<file path="src/rtl/disp_pkg.sv">
// Shared constants for the multiplexed 7-segment display scanner: channel width,
// hex glyph table (active-low {g,f,e,d,c,b,a}) and the blank-digit pattern.
package disp_pkg;

    localparam int CH_W       = 32;
    localparam int MAX_DIGITS = 8;

    localparam logic [6:0] SEG_BLANK = 7'h7F;

    // Index 15 is listed first: F E d C b A 9 8 7 6 5 4 3 2 1 0
    localparam logic [15:0][6:0] HEX_SEG = {
        7'h0E, 7'h06, 7'h21, 7'h46, 7'h03, 7'h08, 7'h10, 7'h00,
        7'h78, 7'h02, 7'h12, 7'h19, 7'h30, 7'h24, 7'h79, 7'h40
    };

    function automatic logic [6:0] hex_glyph(input logic [3:0] nib);
        return HEX_SEG[nib];
    endfunction

endpackage

</file>
<file path="src/rtl/disp_scan_ctrl_seg_hex_dec.sv">
// Combinational hex nibble to active-low 7-segment glyph decoder.
module seg_hex_dec
    import disp_pkg::*;
(
    input  logic [3:0] nib_i,
    output logic [6:0] seg_o
);

    assign seg_o = hex_glyph(nib_i);

endmodule

</file>
<file path="src/rtl/disp_scan_ctrl.sv">
// Multiplexed 7-segment scanner showing a frame-coherent snapshot of one 32-bit debug channel.
// Optional build macro DISP_LZB_EN blanks leading-zero digits (digit 0 always shown).
module disp_scan_ctrl
    import disp_pkg::*;
#(
    parameter int NUM_DIGITS  = 8,
    parameter int NUM_CH      = 4,
    parameter int REFRESH_CYC = 50000
)(
    input  logic                   clk,
    input  logic                   resetIn,
    input  logic [NUM_CH*CH_W-1:0] ch_data_i,
    input  logic [2:0]             ch_sel_i,
    input  logic                   freeze_i,
    input  logic [NUM_DIGITS-1:0]  dp_i,
    output logic [7:0]             o_seg,
    output logic [7:0]             o_sel,
    output logic                   frame_o
);

    localparam int IDX_W  = (NUM_DIGITS > 1) ? $clog2(NUM_DIGITS) : 1;
    localparam int CNT_W  = $clog2(REFRESH_CYC);
    localparam int SNAP_W = 4 * NUM_DIGITS;

    localparam logic [CNT_W-1:0] CNT_LAST = CNT_W'(REFRESH_CYC - 1);
    localparam logic [IDX_W-1:0] IDX_LAST = IDX_W'(NUM_DIGITS - 1);

    logic [CNT_W-1:0]  cnt_q, cnt_d;
    logic [IDX_W-1:0]  idx_q, idx_d;
    logic [SNAP_W-1:0] snap_q, snap_d;
    logic [7:0]        seg_q, seg_d;
    logic [7:0]        sel_q, sel_d;
    logic              frame_q;

    logic              tick;
    logic              frame_start;
    logic [CH_W-1:0]   ch_word;
    logic [3:0]        nib;
    logic              dp_bit;
    logic              show_glyph;
    logic [6:0]        glyph;

    seg_hex_dec u_dec (
        .nib_i (nib),
        .seg_o (glyph)
    );

    // NOTE: every signal gets a default at the top of always_comb so no path leaves it unassigned (no latch).
    always_comb begin
        tick        = (cnt_q == CNT_LAST);
        frame_start = tick && (idx_q == IDX_LAST);
        cnt_d       = tick ? '0 : cnt_q + 1'b1;

        idx_d = idx_q;
        if (tick) begin
            idx_d = (idx_q == IDX_LAST) ? '0 : idx_q + 1'b1;
        end

        // Out-of-range selects fall back to channel 0.
        ch_word = ch_data_i[CH_W-1:0];
        for (int k = 1; k < NUM_CH; k++) begin
            if (ch_sel_i == 3'(k)) begin
                ch_word = ch_data_i[k*CH_W +: CH_W];
            end
        end

        snap_d = snap_q;
        if (frame_start && !freeze_i) begin
            snap_d = ch_word[SNAP_W-1:0];
        end

        // Decode from next-state values so frame-0 outputs already show the new snapshot.
        nib    = '0;
        dp_bit = 1'b0;
        sel_d  = 8'hFF;
        for (int d = 0; d < NUM_DIGITS; d++) begin
            if (idx_d == IDX_W'(d)) begin
                nib      = snap_d[4*d +: 4];
                dp_bit   = dp_i[d];
                sel_d[d] = 1'b0;
            end
        end

        show_glyph = 1'b1;
`ifdef DISP_LZB_EN
        begin : lzb
            logic [IDX_W-1:0] top_idx;
            top_idx = '0;
            for (int d = 1; d < NUM_DIGITS; d++) begin
                if (snap_d[4*d +: 4] != 4'h0) begin
                    top_idx = IDX_W'(d);
                end
            end
            show_glyph = (idx_d <= top_idx);
        end
`endif

        seg_d = {~dp_bit, show_glyph ? glyph : SEG_BLANK};
    end

    // NOTE: sequential state uses non-blocking assignments so all registers sample pre-edge values.
    always_ff @(posedge clk or posedge resetIn) begin
        if (resetIn) begin
            cnt_q   <= '0;
            idx_q   <= IDX_LAST;
            snap_q  <= '0;
            seg_q   <= 8'hFF;
            sel_q   <= 8'hFF;
            frame_q <= 1'b0;
        end else begin
            cnt_q   <= cnt_d;
            idx_q   <= idx_d;
            snap_q  <= snap_d;
            frame_q <= frame_start;
            if (tick) begin
                seg_q <= seg_d;
                sel_q <= sel_d;
            end
        end
    end

    assign o_seg   = seg_q;
    assign o_sel   = sel_q;
    assign frame_o = frame_q;

endmodule

</file>
<file path="config.mk">
export PLATFORM = sky130hd
export DESIGN_NAME = disp_scan_ctrl
export DESIGN_NICKNAME = d
export VERILOG_FILES = /design/src/rtl/disp_pkg.sv /design/src/rtl/disp_scan_ctrl_seg_hex_dec.sv /design/src/rtl/disp_scan_ctrl.sv
export SDC_FILE = /design/constraint.sdc
export NUM_CORES = 1
export LEC_CHECK = 0
export ABC_AREA = 1
export CORE_ASPECT_RATIO = 1.75
export CORE_MARGIN = 1
export CORE_UTILIZATION = 50
export DETAILED_ROUTE_END_ITERATION = 8
export PLACE_DENSITY = 0.95
export SYNTH_ARGS = -nofsm -noshare
export SYNTH_HDL_FRONTEND = slang
export SYNTH_HIERARCHICAL = 1
export SYNTH_SLANG_ARGS = --single-unit
export TNS_END_PERCENT = 1
</file>
<file path="constraint.sdc">
create_clock -name clk -period 5.5 [get_ports clk]
set_input_delay 0.825 -clock clk [delete_from_list [all_inputs] [get_ports clk]]
set_output_delay 0.825 -clock clk [all_outputs]
set_load 0.05 [all_outputs]
</file>
==> flow_summary_export.csv, run 1 <==
group,metric,value,unit
synthesis,netlist.area_leader.share,0.264,
clocking,clk_latency,0.33,ns
layout,seqCellArea,1730,um2
clocking,path_clk_slew,0.05,ns
power_and_ir_drop,p_sw_frac,0.235,
timing,fmax,0.263,GHz
power_and_ir_drop,power_switching,0.308,mW
route,wl_per_cell,14.1,um
synthesis,synth-main-ff-cell,"dfrtp_1",
setup_path,start_kind,"input port",
layout,layout.nets,980,
die,rows,46,
placed_design,post_dp_cell_area,6270,um2
layout,fillers,694,
setup_path,worstPathRequired,5.77,ns
global_routing,grt_first_pass_wirelength,20500,um
timing,slew_headroom,0.441,
run,max-cap-violations,0,
synthesis,ys_types,36,
setup_path,worst-path-max-fanout,41,
clocking,cts_tree,"yes",
timing,fin_setup_tns,0,ns
synthesis,synth_seq_cells,68,
setup_path,cp-end-kind,"flop",
route,drc,0,
die,start_util,0.514,
global_routing,grt_max_degree,69,
route,ant_nets,0,
clocking,cts-hold-fix-buffers,0,
synthesis,yosysWarnings,6,
layout,drive_above_1_share,0.108,
power_and_ir_drop,p_seq_frac,0.398,
die,die_area,9700,um2
min_path,hold_path.class,"reg -> reg",
route,viasPerCell,5.12,
synthesis,async_flop_share,1.00,
run_status,outcome,"finished clean",
global_routing,grt.overflow.total,0,
route,num_vias,4884,
die,io-pin-count,159,
timing,drv_slew,0,
route,drt_iter0_drc,242,
power_and_ir_drop,combPwrFrac,0.182,
route,wl,13500,um
timing,period_share,0.690,
synthesis,syn-num-nets,832,
setup_path,crit_arrival,4.07,ns
setup_path,crit_type,"in -> reg",
timing,rsz0062_at_grt,"false",
clocking,cts_setup_buffers,0,
layout,area_growth_syn_to_layout,41.3,%
placed_design,gp_congestion,0.883,
synthesis,netlist_area,4650,um2
synthesis,seq_area_frac_synth,0.371,
placed_design,io_buffers,158,
clocking,h-tree-depth,3,
layout,multi_input_area,2470,um2
global_routing,antenna_found_initial,0,
power_and_ir_drop,cellInternalPower,1.00,mW
timing,worstMarginPinSlew,0.838,ns
power_and_ir_drop,pwr_density_cell,200,nW/um2
clocking,ctsResizeCount,0,
synthesis,synth.area.top_cells,"dfrtp_1, nand2_1, dfstp_2",
placed_design,place_hpwl,10400,um
route,first_pass_iters,5,
synthesis,ys_top_cells_by_count,"nand2_1, nand3_1, inv_1",
die,coreArea,9040,um2
clocking,clock_sinks,68,
timing,hold_viol_final,0,
clocking,clock_path_buffers,2,
global_routing,grt_pass1_vias,4673,
layout,diodes,0,
setup_path,reg2reg_slack,2.12,ns
synthesis,syn_inst,680,
synthesis,yosysMostFrequentCell,"nand2_1",
synthesis,synth.largest_area_cell,"dfrtp_1",
timing,fin_hold_ws,0.469,ns
power_and_ir_drop,p_leak,3.18,nW
die,chipHeight,130,um
synthesis,synth_edf_count,0,
clocking,numCtsBuffers,9,
global_routing,grtUsageTotal,0.275,
timing,period_minus_slack,3.80,ns
timing,setup_viol,0,
timing,fin_worst_skew,0.00698,ns
power_and_ir_drop,vdd_drop_max,235,uV
synthesis,syn_avg_cell_area,6.83,um2
clocking,cts-root-buf,"clkbuf_16",
layout,design_area,6570,um2
die,die_w,74.9,um
power_and_ir_drop,clkPwrFrac,0.419,
-- power groups by stage --
stage	Sequential (mW)	Combinational (mW)	Clock, mW
6_report	0.523	0.239	0.550
5_1_grt	0.523	0.264	0.577
4_1_cts	0.522	0.240	0.554
3_5_place_dp	0.530	0.238	0
3_3_place_gp	0.529	0.235	0
2_1_floorplan	0.529	0.110	0
-- sequential cells by signal, indices dropped and copies added, names as in the netlist --
signal   cells
cnt_q       16
frame_o      1
idx_q        3
o_seg        8
o_sel        8
snap_q      32
-- metrics by stage --
stage	instances	power, mW	worst slack [ns]	util
after detailed placement	937	0.767	1.37	0.694
after global routing	953	1.36	1.26	0.727
after floorplan	680	0.639	2.64	-
after CTS	953	1.32	1.70	0.727
after global placement	937	0.764	1.42	0.694
final	953	1.31	1.70	0.727
-- cells in the final DEF, fill, tap and decap left out, drive strengths merged, types with 2 or more instances in the layout --
master,count
nor3,2
clkbuf,15
ha,10
nand3b,2
o22ai,6
inv,81
o211ai,16
nor2,62
dfrtp,49
nand2,233
a31o,4
or2,20
nand3,85
o21ai,11
a21oi,39
nand4,10
dfstp,19
clkdlybuf4s50,158
clkinv,2
buf,5
-- final cells by class --
class	count	area share
clock buffer	15	0.0438
clock inverter	1	0.000762
inverter	82	0.0469
multi-input combinational	504	0.376
sequential	68	0.263
tap	120	0.0229
timing repair buffer	163	0.247
-- worst paths after layout --
check / from / endpoint / depth (start not counted)
max reg2reg: cnt_q[0] / o_seg[3] / 19
min: o_seg[0] / o_seg[0] / 2
max: ch_sel_i[0] / o_seg[2] / 21
min in group asynchronous: resetIn / snap_q[14] / 3
min reg2reg: o_seg[0] / o_seg[0] / 2
max in group asynchronous: resetIn / snap_q[20] / 3
-- critical path: stages --
cell and delay, ns:
clkdlybuf4s50_1 0.46, inv_2 0.11, nor2_4 0.05, nand2_1 0.05
buf_4 0.33, inv_1 0.40, a21oi_1 0.23, nand2_1 0.07
nand3_1 0.08, nand2_1 0.07, nand2_1 0.07, nand2_1 0.06
nor2_1 0.08, nand2_1 0.07, nand2_1 0.06, nand4_1 0.36
inv_1 0.29, nand2_1 0.09, o21ai_0 0.16, nand2_1 0.07
nand2_1 0.08
-- layer usage --
metal  GRT usage  vias up  wire [um]  share of wire
met5           0        -          0              0
met4       0.150        0        487          0.036
met3      0.0498       37        903          0.067
met2       0.500      160       6980           0.52
met1       0.289     2220       5090           0.38
li1            -     2467          -              -
-- logic make-up (layout without fill, tap and decap cells) --
logic type | Yosys count | count (layout) | share of synthesized area
AOI/OAI and AO/OA | 77 | 77 | 0.0996
DFF | 68 | 68 | 0.371
and+or+nand+nor | 415 | 415 | 0.401
xor gates and xnor gates | 2 | 2 | 0.00377
adders and majority gates | 10 | 10 | 0.0269
buffers and inverters | 108 | 261 | 0.0977
No activity file was read; power rests on OpenSTA's default activity.
==> inputs of run 2 (changes only) <==
--- a/config.mk
+++ b/config.mk
@@ -8,9 +8,9 @@
 export ABC_AREA = 1
 export CORE_ASPECT_RATIO = 1.75
 export CORE_MARGIN = 1
-export CORE_UTILIZATION = 50
+export CORE_UTILIZATION = 46
 export DETAILED_ROUTE_END_ITERATION = 8
-export PLACE_DENSITY = 0.95
+export PLACE_DENSITY = 0.89
 export SYNTH_ARGS = -nofsm -noshare
 export SYNTH_HDL_FRONTEND = slang
 export SYNTH_HIERARCHICAL = 1
==> constraint.sdc (replaced) <==
create_clock -name clk -period 3.67 [get_ports clk]
set_input_delay 0.5505 -clock clk [delete_from_list [all_inputs] [get_ports clk]]
set_output_delay 0.5505 -clock clk [all_outputs]
set_load 0.05 [all_outputs]
==> flow_summary_export.csv, run 2 (synthesis gave the netlist of run 1 again) <==
group,metric,value,unit
timing,rsz0062_at_grt,"false",
min_path,hold_path.class,"reg -> reg",
route,drc,0,
layout,largest_reg_flops,32,
layout,area_growth_syn_to_layout,43.3,%
setup_path,start_kind,"input port",
timing,setup_ws,0.444,ns
timing,drv_slew,0,
route,num_vias,4864,
layout,layout.nets,988,
global_routing,grt_pass1_vias,4757,
setup_path,cp-end-kind,"flop",
die,coreArea,9850,um2
global_routing,grt_first_pass_wirelength,21000,um
timing,period_minus_slack,3.23,ns
power_and_ir_drop,vdd_drop_max,284,uV
setup_path,worst-path-max-fanout,14,
layout,mostFrequentLayoutCells,"nand2_1, clkdlybuf4s50_1, nand3_1",
layout,fin_cells,966,
layout,seqCellArea,1730,um2
setup_path,reg2reg_slack,0.49,ns
clocking,cts_setup_buffers,0,
clocking,numCtsBuffers,9,
route,first_pass_iters,4,
layout,fin_util,0.676,
clocking,h-tree-depth,3,
power_and_ir_drop,p_leak,3.22,nW
placed_design,io_buffers,158,
layout,multi_input_area,2470,um2
timing,worstMarginPinSlew,0.826,ns
placed_design,post-place-ws,0.112,ns
route,viasPerCell,5.04,
timing,period_share,0.879,
die,die_area,10500,um2
route,ant_nets,0,
setup_path,worstRegToRegCells,17,
min_path,hold_depth,2,
placed_design,gp_congestion,0.883,
timing,fmax,0.310,GHz
die,start_util,0.472,
clocking,clock_path_buffers,2,
global_routing,antenna_found_initial,0,
run_status,outcome,"finished clean",
run,max-cap-violations,0,
layout,fillers,823,
die,io-pin-count,159,
timing,fin_hold_ws,0.468,ns
clocking,cts_tree,"yes",
timing,hold_viol_final,0,
clocking,clk_latency,0.33,ns
global_routing,grt_max_degree,69,
layout,final_common_cell,"nand2_1",
layout,drive_above_1_share,0.115,
die,chipHeight,135,um
clocking,ctsResizeCount,0,
placed_design,place_hpwl,10300,um
global_routing,grt.overflow.total,0,
clocking,path_clk_slew,0.05,ns
global_routing,grtUsageTotal,0.253,
setup_path,crit_arrival,3.49,ns
power_and_ir_drop,pwr_density_cell,303,nW/um2
timing,slew_headroom,0.449,
route,drt_iter0_drc,205,
layout,diodes,0,
route,wl_per_cell,13.5,um
layout,largest_register,"snap_q",
die,die_w,78.0,um
setup_path,worstPathRequired,3.94,ns
timing,fin_worst_skew,0.00556,ns
setup_path,crit_type,"in -> reg",
layout,reg_top3,"snap_q (32), cnt_q (16)",
clocking,cts-hold-fix-buffers,0,
timing,fin_setup_tns,0,ns
route,wl,13100,um
clocking,cts-root-buf,"clkbuf_16",
die,rows,48,
placed_design,dp.cells,950,
timing,setup_viol,0,
clocking,clock_sinks,68,
## run 2: cell types whose count changed in the layout (fill, tap and decap cells not counted), sizes merged
cell,before,now
bufinv,0,1
clkinv,2,1
buf,5,13
## run 2: layout make-up
class                   count  area share
clock buffers              15      0.0417
flip-flops and latches     68       0.259
clock inverters             1     0.00451
well taps                 125      0.0235
repair buffers            171       0.254
inverters                  82      0.0462
multi-input cells         504       0.371
## run 2: per-layer routing
metal	track usage	routed length [um]	up-vias
li1	-	-	2488
met5	0	0	-
met1	0.271	5050	2218
met4	0.102	328	0
met2	0.488	7030	133
met3	0.0365	656	25
## run 2: final timing paths
kind / start / end
max: ch_sel_i[0] / o_seg[3]
min: o_seg[4] / o_seg[4]
max reg2reg: idx_q[0] / o_seg[3]
min reg2reg: o_seg[4] / o_seg[4]
max in group asynchronous: resetIn / cnt_q[6]
min in group asynchronous: resetIn / cnt_q[0]
## run 2: worst max-delay path, stage by stage
cell	delay, ns
clkdlybuf4s50_1	0.51
inv_2	0.07
nor2_4	0.12
nand2_1	0.24
buf_4	0.26
or2_2	0.27
nand3_1	0.09
nand2_1	0.06
a21oi_1	0.14
nand2_1	0.07
nand2_1	0.07
nand4_1	0.22
inv_1	0.22
ha_1	0.27
nand2_1	0.07
nand3_1	0.07
nand2_1	0.07
nand2_1	0.05
nand2_1	0.08
## run 2: power breakdown
| group | internal, mW | switching [mW] |
|---|---|---|
| Combinational | 0.204 | 0.158 |
| Clock | 0.582 | 0.290 |
| Sequential | 0.776 | 0.00620 |
## run 2: per-stage QoR
stage          area [um2]  total power, mW
6_report             6660             2.02
5_1_grt              6660             2.10
4_1_cts              6660             2.03
3_5_place_dp         6350             1.15
3_3_place_gp         6350             1.15
2_1_floorplan        4650            0.957
==> inputs of run 3 (changes only) <==
--- a/config.mk
+++ b/config.mk
@@ -6,6 +6,7 @@
 export NUM_CORES = 1
 export LEC_CHECK = 0
 export ABC_AREA = 1
+export CAP_MARGIN = 10
 export CORE_ASPECT_RATIO = 1.75
 export CORE_MARGIN = 1
 export CORE_UTILIZATION = 46
==> results of run 3 <==
No change in the layout: final DEF, timing and power equal those of run 2.
